==> src/rtl/digit_scroll_matrix_if.sv <==
`default_nettype none
// ============================================================================
// Module   : digit_scroll_matrix_if
// Brief    : Key-event input and LED-matrix output bundle of the digit scroller.
// Revision : 1.0
// ============================================================================
interface digit_scroll_matrix_if #(
  parameter int FIFO_DEPTH = 4
);
  localparam int CNT_W = $clog2(FIFO_DEPTH) + 1;

  logic             key_valid;
  logic [3:0]       key_code;
  logic [7:0]       row;
  logic [7:0]       column_red;
  logic             busy;
  logic             overflow;
  logic [CNT_W-1:0] fifo_count;

  modport master (
    output key_valid, key_code,
    input  row, column_red, busy, overflow, fifo_count
  );

  modport slave (
    input  key_valid, key_code,
    output row, column_red, busy, overflow, fifo_count
  );
endinterface
`default_nettype wire

==> src/rtl/digit_scroll_matrix.sv <==
`default_nettype none
// ============================================================================
// Module   : digit_scroll_matrix
// Brief    : Queues keypad digits and scrolls each onto the 8x8 LED matrix.
// Revision : 1.0
// ============================================================================
module digit_scroll_matrix #(
  parameter int SCAN_DIV    = 8192,
  parameter int STEP_FRAMES = 16,
  parameter int FIFO_DEPTH  = 4
) (
  input  wire logic            clk_in,
  input  wire logic            reset,
  digit_scroll_matrix_if.slave bus
);
  localparam int PTR_W = $clog2(FIFO_DEPTH);
  localparam int CNT_W = PTR_W + 1;
  localparam int DIV_W = $clog2(SCAN_DIV);
  localparam int FRM_W = (STEP_FRAMES > 1) ? $clog2(STEP_FRAMES) : 1;

  localparam logic [3:0]       c_blank    = 4'hF;
  localparam logic [CNT_W-1:0] c_full     = CNT_W'(FIFO_DEPTH);
  localparam logic [DIV_W-1:0] c_div_last = DIV_W'(SCAN_DIV - 1);
  localparam logic [FRM_W-1:0] c_frm_last = FRM_W'(STEP_FRAMES - 1);

  typedef enum logic [0:0] {
    S_IDLE  = 1'b0,
    S_SHIFT = 1'b1
  } state_t;

  state_t           r_state, w_state_nxt;
  logic [DIV_W-1:0] r_div;
  logic [2:0]       r_idx;
  logic [FRM_W-1:0] r_frame;
  logic [3:0]       r_cur, r_nxt;
  logic [2:0]       r_off;
  logic [7:0]       r_row, r_col;
  logic             r_ovf;
  logic [3:0]       r_mem [FIFO_DEPTH];
  logic [PTR_W-1:0] r_wr, r_rd;
  logic [CNT_W-1:0] r_count;

  logic       w_tick, w_step, w_pop, w_adv, w_done;
  logic       w_digit, w_full, w_push, w_drop;
  logic [2:0] w_idx_nxt;
  logic [3:0] w_shamt;
  logic [7:0] w_cur_row, w_nxt_row, w_col;

  // Codes above 9 (including the blank marker) render as an empty glyph.
  function automatic logic [7:0] font_row(input logic [3:0] d, input logic [2:0] r);
    logic [63:0] g;
    case (d)
      4'd0:    g = 64'h3C42_464A_5262_3C00;
      4'd1:    g = 64'h0818_0808_0808_1C00;
      4'd2:    g = 64'h3C42_4204_0810_7E00;
      4'd3:    g = 64'h3C42_023C_0242_3C00;
      4'd4:    g = 64'h1C24_4444_447E_0400;
      4'd5:    g = 64'h7E40_407C_0242_3C00;
      4'd6:    g = 64'h4040_407E_4242_7E00;
      4'd7:    g = 64'h7E42_4202_0202_0200;
      4'd8:    g = 64'h3C42_427E_4242_3C00;
      4'd9:    g = 64'h3C42_423E_0202_3C00;
      default: g = 64'h0;
    endcase
    return g[{~r, 3'b000} +: 8];
  endfunction

  assign w_tick    = (r_div == c_div_last);
  assign w_step    = w_tick && (r_idx == 3'd7) && (r_frame == c_frm_last);
  assign w_idx_nxt = r_idx + 3'd1;

  // Shift amount kept in 4 bits so offset 0 shifts the incoming glyph fully out.
  assign w_shamt   = 4'd8 - {1'b0, r_off};
  assign w_cur_row = font_row(r_cur, w_idx_nxt);
  assign w_nxt_row = font_row(r_nxt, w_idx_nxt);
  assign w_col     = (w_cur_row << r_off) | (w_nxt_row >> w_shamt);

  assign w_digit = bus.key_valid && (bus.key_code <= 4'd9);
  assign w_full  = (r_count == c_full);
  assign w_push  = w_digit && (!w_full || w_pop);
  assign w_drop  = w_digit && w_full && !w_pop;

  always_comb begin
    w_state_nxt = r_state;
    w_pop       = 1'b0;
    w_adv       = 1'b0;
    w_done      = 1'b0;
    case (r_state)
      S_IDLE: begin
        if (r_count != '0) begin
          w_pop       = 1'b1;
          w_state_nxt = S_SHIFT;
        end
      end
      S_SHIFT: begin
        if (w_step) begin
          if (r_off == 3'd7) begin
            w_done      = 1'b1;
            w_state_nxt = S_IDLE;
          end else begin
            w_adv = 1'b1;
          end
        end
      end
      default: w_state_nxt = S_IDLE;
    endcase
  end

  always_ff @(posedge clk_in or posedge reset) begin
    if (reset) r_state <= S_IDLE;
    else       r_state <= w_state_nxt;
  end

  always_ff @(posedge clk_in or posedge reset) begin
    if (reset) begin
      r_div   <= '0;
      r_idx   <= 3'd0;
      r_frame <= '0;
      r_row   <= 8'h80;
      r_col   <= 8'h00;
      r_cur   <= c_blank;
      r_nxt   <= c_blank;
      r_off   <= 3'd0;
      r_ovf   <= 1'b0;
      r_wr    <= '0;
      r_rd    <= '0;
      r_count <= '0;
    end else begin
      r_div <= w_tick ? '0 : r_div + 1'b1;
      if (w_tick) begin
        r_idx <= w_idx_nxt;
        r_row <= 8'h80 >> w_idx_nxt;
        r_col <= w_col;
        if (r_idx == 3'd7)
          r_frame <= (r_frame == c_frm_last) ? '0 : r_frame + 1'b1;
      end

      if (w_push) r_wr <= r_wr + 1'b1;
      if (w_drop) r_ovf <= 1'b1;
      case ({w_push, w_pop})
        2'b10:   r_count <= r_count + 1'b1;
        2'b01:   r_count <= r_count - 1'b1;
        default: ;
      endcase

      if (w_pop) begin
        r_nxt <= r_mem[r_rd];
        r_rd  <= r_rd + 1'b1;
        r_off <= 3'd0;
      end else if (w_adv) begin
        r_off <= r_off + 3'd1;
      end else if (w_done) begin
        r_cur <= r_nxt;
        r_off <= 3'd0;
      end
    end
  end

  always_ff @(posedge clk_in) begin
    if (w_push) r_mem[r_wr] <= bus.key_code;
  end

  assign bus.row        = r_row;
  assign bus.column_red = r_col;
  assign bus.busy       = (r_state == S_SHIFT) || (r_count != '0);
  assign bus.overflow   = r_ovf;
  assign bus.fifo_count = r_count;
endmodule
`default_nettype wire

==> src/flat_wrapper.sv <==
// flat-port wrapper written by rule: the top's interface ports become plain ports
module digit_scroll_matrix_flat 
#(
  parameter int SCAN_DIV    = 8192,
  parameter int STEP_FRAMES = 16,
  parameter int FIFO_DEPTH  = 4
)
  (clk_in, reset, bus_key_valid, bus_key_code, bus_row, bus_column_red, bus_busy, bus_overflow, bus_fifo_count);
  digit_scroll_matrix_if #(.FIFO_DEPTH(FIFO_DEPTH)) bus_i ();
  input  wire logic clk_in;
  input  wire logic reset;
  input wire logic [$bits(bus_i.key_valid)-1:0] bus_key_valid;
  input wire logic [$bits(bus_i.key_code)-1:0] bus_key_code;
  output wire logic [$bits(bus_i.row)-1:0] bus_row;
  output wire logic [$bits(bus_i.column_red)-1:0] bus_column_red;
  output wire logic [$bits(bus_i.busy)-1:0] bus_busy;
  output wire logic [$bits(bus_i.overflow)-1:0] bus_overflow;
  output wire logic [$bits(bus_i.fifo_count)-1:0] bus_fifo_count;
  assign bus_i.key_valid = bus_key_valid;
  assign bus_i.key_code = bus_key_code;
  assign bus_row = bus_i.row;
  assign bus_column_red = bus_i.column_red;
  assign bus_busy = bus_i.busy;
  assign bus_overflow = bus_i.overflow;
  assign bus_fifo_count = bus_i.fifo_count;
  digit_scroll_matrix #(.SCAN_DIV(SCAN_DIV), .STEP_FRAMES(STEP_FRAMES), .FIFO_DEPTH(FIFO_DEPTH)) u_core (.clk_in(clk_in), .reset(reset), .bus(bus_i));
endmodule
==> config.mk <==
export PLATFORM = sky130hd
export DESIGN_NAME = digit_scroll_matrix_flat
export DESIGN_NICKNAME = d
export VERILOG_FILES = /design/src/rtl/digit_scroll_matrix_if.sv /design/src/rtl/digit_scroll_matrix.sv /design/src/flat_wrapper.sv
export SDC_FILE = /design/constraint.sdc
export NUM_CORES = 1
export LEC_CHECK = 0
export CAP_MARGIN = 20
export CORE_MARGIN = 2
export CORE_UTILIZATION = 60
export CTS_CLUSTER_SIZE = 30
export DETAILED_ROUTE_END_ITERATION = 7
export PLACE_DENSITY = 0.8
export SYNTH_ARGS = -nofsm -noshare
export SYNTH_HDL_FRONTEND = slang
export SYNTH_SLANG_ARGS = --single-unit
==> constraint.sdc <==
create_clock -name clk_in -period 4.35 [get_ports clk_in]
set_input_delay 1.0875 -clock clk_in [delete_from_list [all_inputs] [get_ports clk_in]]
set_output_delay 1.0875 -clock clk_in [all_outputs]
set_load 0.02 [all_outputs]
==> impl_metrics.py <==
metrics = {
    "hold_path": {
        "min_path_cells": 2,
        "hp-class": "register to register",
    },
    "synthesis": {
        "syn_nets": 611,
        "synth-edff-count": 16,
        "synth-main-ff-cell": "dfrtp_1",
        "ys_seq_area_frac": 0.368,
        "synth_area_leaders": "dfrtp_1, edfxtp_1, ha_1",
        "ys_ff_latch": 72,
        "syn_area_per_cell_um2": 8.99,
        "synth_cells": 572,
        "synth_most_common_cell": "nand2_1",
        "synthTopCellsByCount": "nand2_1, dfrtp_1, o21ai_0",
        "netlist.area_leader.share": 0.229,
        "synth_largest_area_cell": "dfrtp_1",
        "synthDistinctLibCells": 79,
        "async_flop_share": 0.778,
        "yosysWarningCount": 0,
        "synth_area_mm2": 0.00514,
    },
    "run": {
        "drv_cap": 0,
    },
    "drt": {
        "drtIter0Drc": 435,
        "drc": 0,
        "wirelength_um": 12900,
        "drtPass1Iterations": 7,
        "vias_per_cell": 6.59,
        "wire_per_inst_um": 18.6,
        "vias": 4557,
        "ant_nets": 0,
    },
    "clock_tree": {
        "cts-buffers-inserted": 9,
        "root_buffer": "clkbuf_8",
        "cts_post_setup_buffers_inserted": 0,
        "clk-insertion-delay-late_ns": 0.34,
        "clkTransAtPathRegs_ns": 0.08,
        "cts_hold_buffers": 0,
        "clock_sinks": 72,
        "post_cts_resized": 0,
        "clockBufferDepth": 2,
        "htree_num_levels": 3,
        "cts_tree": "yes",
    },
    "global_route": {
        "grt_pass1_vias": 4240,
        "grtUsageTotal": 0.288,
        "antenna_found_initial": 0,
        "globalRouteOverflowTotal": 0,
        "grt_first_pass_wirelength_um": 20800,
        "grt_max_degree": 54,
    },
    "critical_path": {
        "path_class": "register to register",
        "end_kind": "register",
        "critPathSlowestCell": "nor2b_1",
        "crit_fanout": 33,
        "worstPathArrival_ns": 3.54,
        "crit_chain": "inv_2 -> ha_1 -> buf_4 -> nor2b_1 -> a211oi_1 -> a221oi_1 -> o21a_1 -> mux2i_1 -> a311oi_1 -> a21oi_1",
        "required_ns": 4.56,
        "critPathLaunchType": "register",
        "reg2reg_depth": 10,
        "cp_slowest_stage_delay_ns": 0.55,
    },
    "place": {
        "place_area_mm2": 0.00538,
        "place.gp.congestion": 0.968,
        "dp_hpwl_um": 8830,
        "placed_cells": 674,
        "numPortBuffers": 27,
    },
    "floorplan": {
        "fp.dieW_um": 96.6,
        "core_area_mm2": 0.00826,
        "start_util": 0.623,
        "fp.dieH_um": 96.6,
        "die-area_mm2": 0.00933,
        "io_pins": 28,
        "rows": 33,
    },
    "timing": {
        "post-route-min-period_ns": 3.33,
        "hold_viol_final": 0,
        "worst_slew_pin_slew_ns": 0.922,
        "min_period_over_period": 0.765,
        "finClkSkew_ns": 0.00917,
        "max_freq_mhz": 300,
        "rsz0062_at_grt": "false",
        "setup_viol": 0,
        "timing.slew.headroom": 0.385,
        "drv_slew": 0,
        "setup_tns_ns": 0,
    },
    "outcome": {
        "status": "finished, final reports clean",
    },
    "power": {
        "vdd_drop_max_mv": 0.333,
        "p_leak_nw": 2.20,
        "power_density_mw_per_mm2": 262,
        "power_mw": 1.47,
    },
    "final_layout": {
        "final_nets": 620,
        "final_layout_size_suffix_gt1_frac": 0.0939,
        "diodes": 0,
        "syn2layout_area_growth_pct": 8.68,
        "final_cell_area_mm2": 0.00559,
        "layoutNonFillerInstCount": 691,
    },
}
==> area by class of cell <==
cell class                      instances  area (um^2)
Clock buffer                           10          128
Sequential cell                        72         1890
Clock inverter                          6         60.1
Fill cell                             676         2670
Timing Repair Buffer                   34          335
Multi-Input combinational cell        443         2960
Tap cell                              105          131
Inverter                               21         78.8
==> routing by layer <==
metal	part of all wire	track usage
met1	0.42	0.397
met2	0.47	0.454
met3	0.084	0.0566
met4	0.029	0.106
met5	0	0
==> sequential cells by signal (all words and copies together), names as in the netlist <==
name and cells:
u_core.bus.fifo_count 3, u_core.r_div 13, u_core.r_frame 4, u_core.r_off 3, u_core.r_rd 2, u_core.r_nxt 4, u_core.bus.column_red 8, u_core.bus.row 8
u_core.r_cur 4, u_core.r_state 1, u_core.r_idx 3, u_core.bus.overflow 1, u_core.r_mem 16, u_core.r_wr 2
==> critical path: cells and delay by family, from the launching register on <==
family | cells | cell delay (ns)
simple gates | 1 | 0.55
compound gates | 5 | 1.33
flops | 1 | 0.39
mux | 1 | 0.16
buf+inv | 2 | 0.47
fa+ha+maj | 1 | 0.30
==> where the power goes <==
| part | total, mW | leakage [nW] | internal, mW | switching (mW) |
|---|---|---|---|---|
| clock | 0.507 | 0.0920 | 0.262 | 0.245 |
| combinational | 0.193 | 1.25 | 0.0858 | 0.107 |
| sequential | 0.768 | 0.856 | 0.739 | 0.0289 |
| total | 1.47 | 2.20 | 1.09 | 0.380 |
==> logic make-up (layout without fill, tap and decap cells) <==
logic type,Yosys count,after routing,share of synthesized area
XOR/XNOR,17,17,0.0289
buffers and inverters,57,71,0.0557
AO/OA/AOI/OAI,157,157,0.210
adder cells (fa/ha/maj),32,32,0.0793
AND/OR/NAND/NOR,220,220,0.215
flip-flops,72,72,0.368
multiplexers,17,17,0.0433
==> path summary, 6_finish.rpt <==
| kind | endpoint | start | slack (ns) |
|---|---|---|---|
| worst max-delay path | u_core.bus.column_red[6]$_DFFE_PP0N_ | u_core.r_idx[0]$_DFFE_PP0N_ | 1.02 |
| worst min-delay path | u_core.bus.row[2]$_DFFE_PP0N_ | u_core.bus.row[2]$_DFFE_PP0N_ | 0.47 |
| worst max register to register | u_core.bus.column_red[6]$_DFFE_PP0N_ | u_core.r_idx[0]$_DFFE_PP0N_ | 1.02 |
| worst min register to register | u_core.bus.row[2]$_DFFE_PP0N_ | u_core.bus.row[2]$_DFFE_PP0N_ | 0.47 |
| max in group asynchronous | u_core.r_cur[0]$_DFFE_PP1P_ | reset | 2.53 |
| min in group asynchronous | u_core.bus.column_red[6]$_DFFE_PP0N_ | reset | 1.05 |
==> through the flow <==
stage | utilization | setup slack, ns | hold WS, ns
after global placement | 0.652 | 1.27 | 0.454
after global routing | 0.677 | 0.861 | 0.497
after CTS | 0.675 | 1.15 | 0.477
final | 0.677 | 1.02 | 0.473
after detailed placement | 0.652 | 1.18 | 0.462
after floorplan | - | 1.71 | 0.437
==> cell usage in the layout, fill, tap and decap left out, types with 7 or more instances in the layout <==
cell	instances
nand2_1	74
dfrtp_1	47
o21ai_0	45
nor2_1	40
ha_1	31
a21oi_1	28
clkdlybuf4s50_1	27
nand3_1	21
inv_1	16
edfxtp_1	16
nand2b_1	14
xnor2_1	12
nand4_1	11
mux2i_1	11
nor3_1	10
a31oi_1	9
clkbuf_8	9
dfstp_2	9
nor2b_1	8
and2_1	7
(Power assumes the default switching activity.)
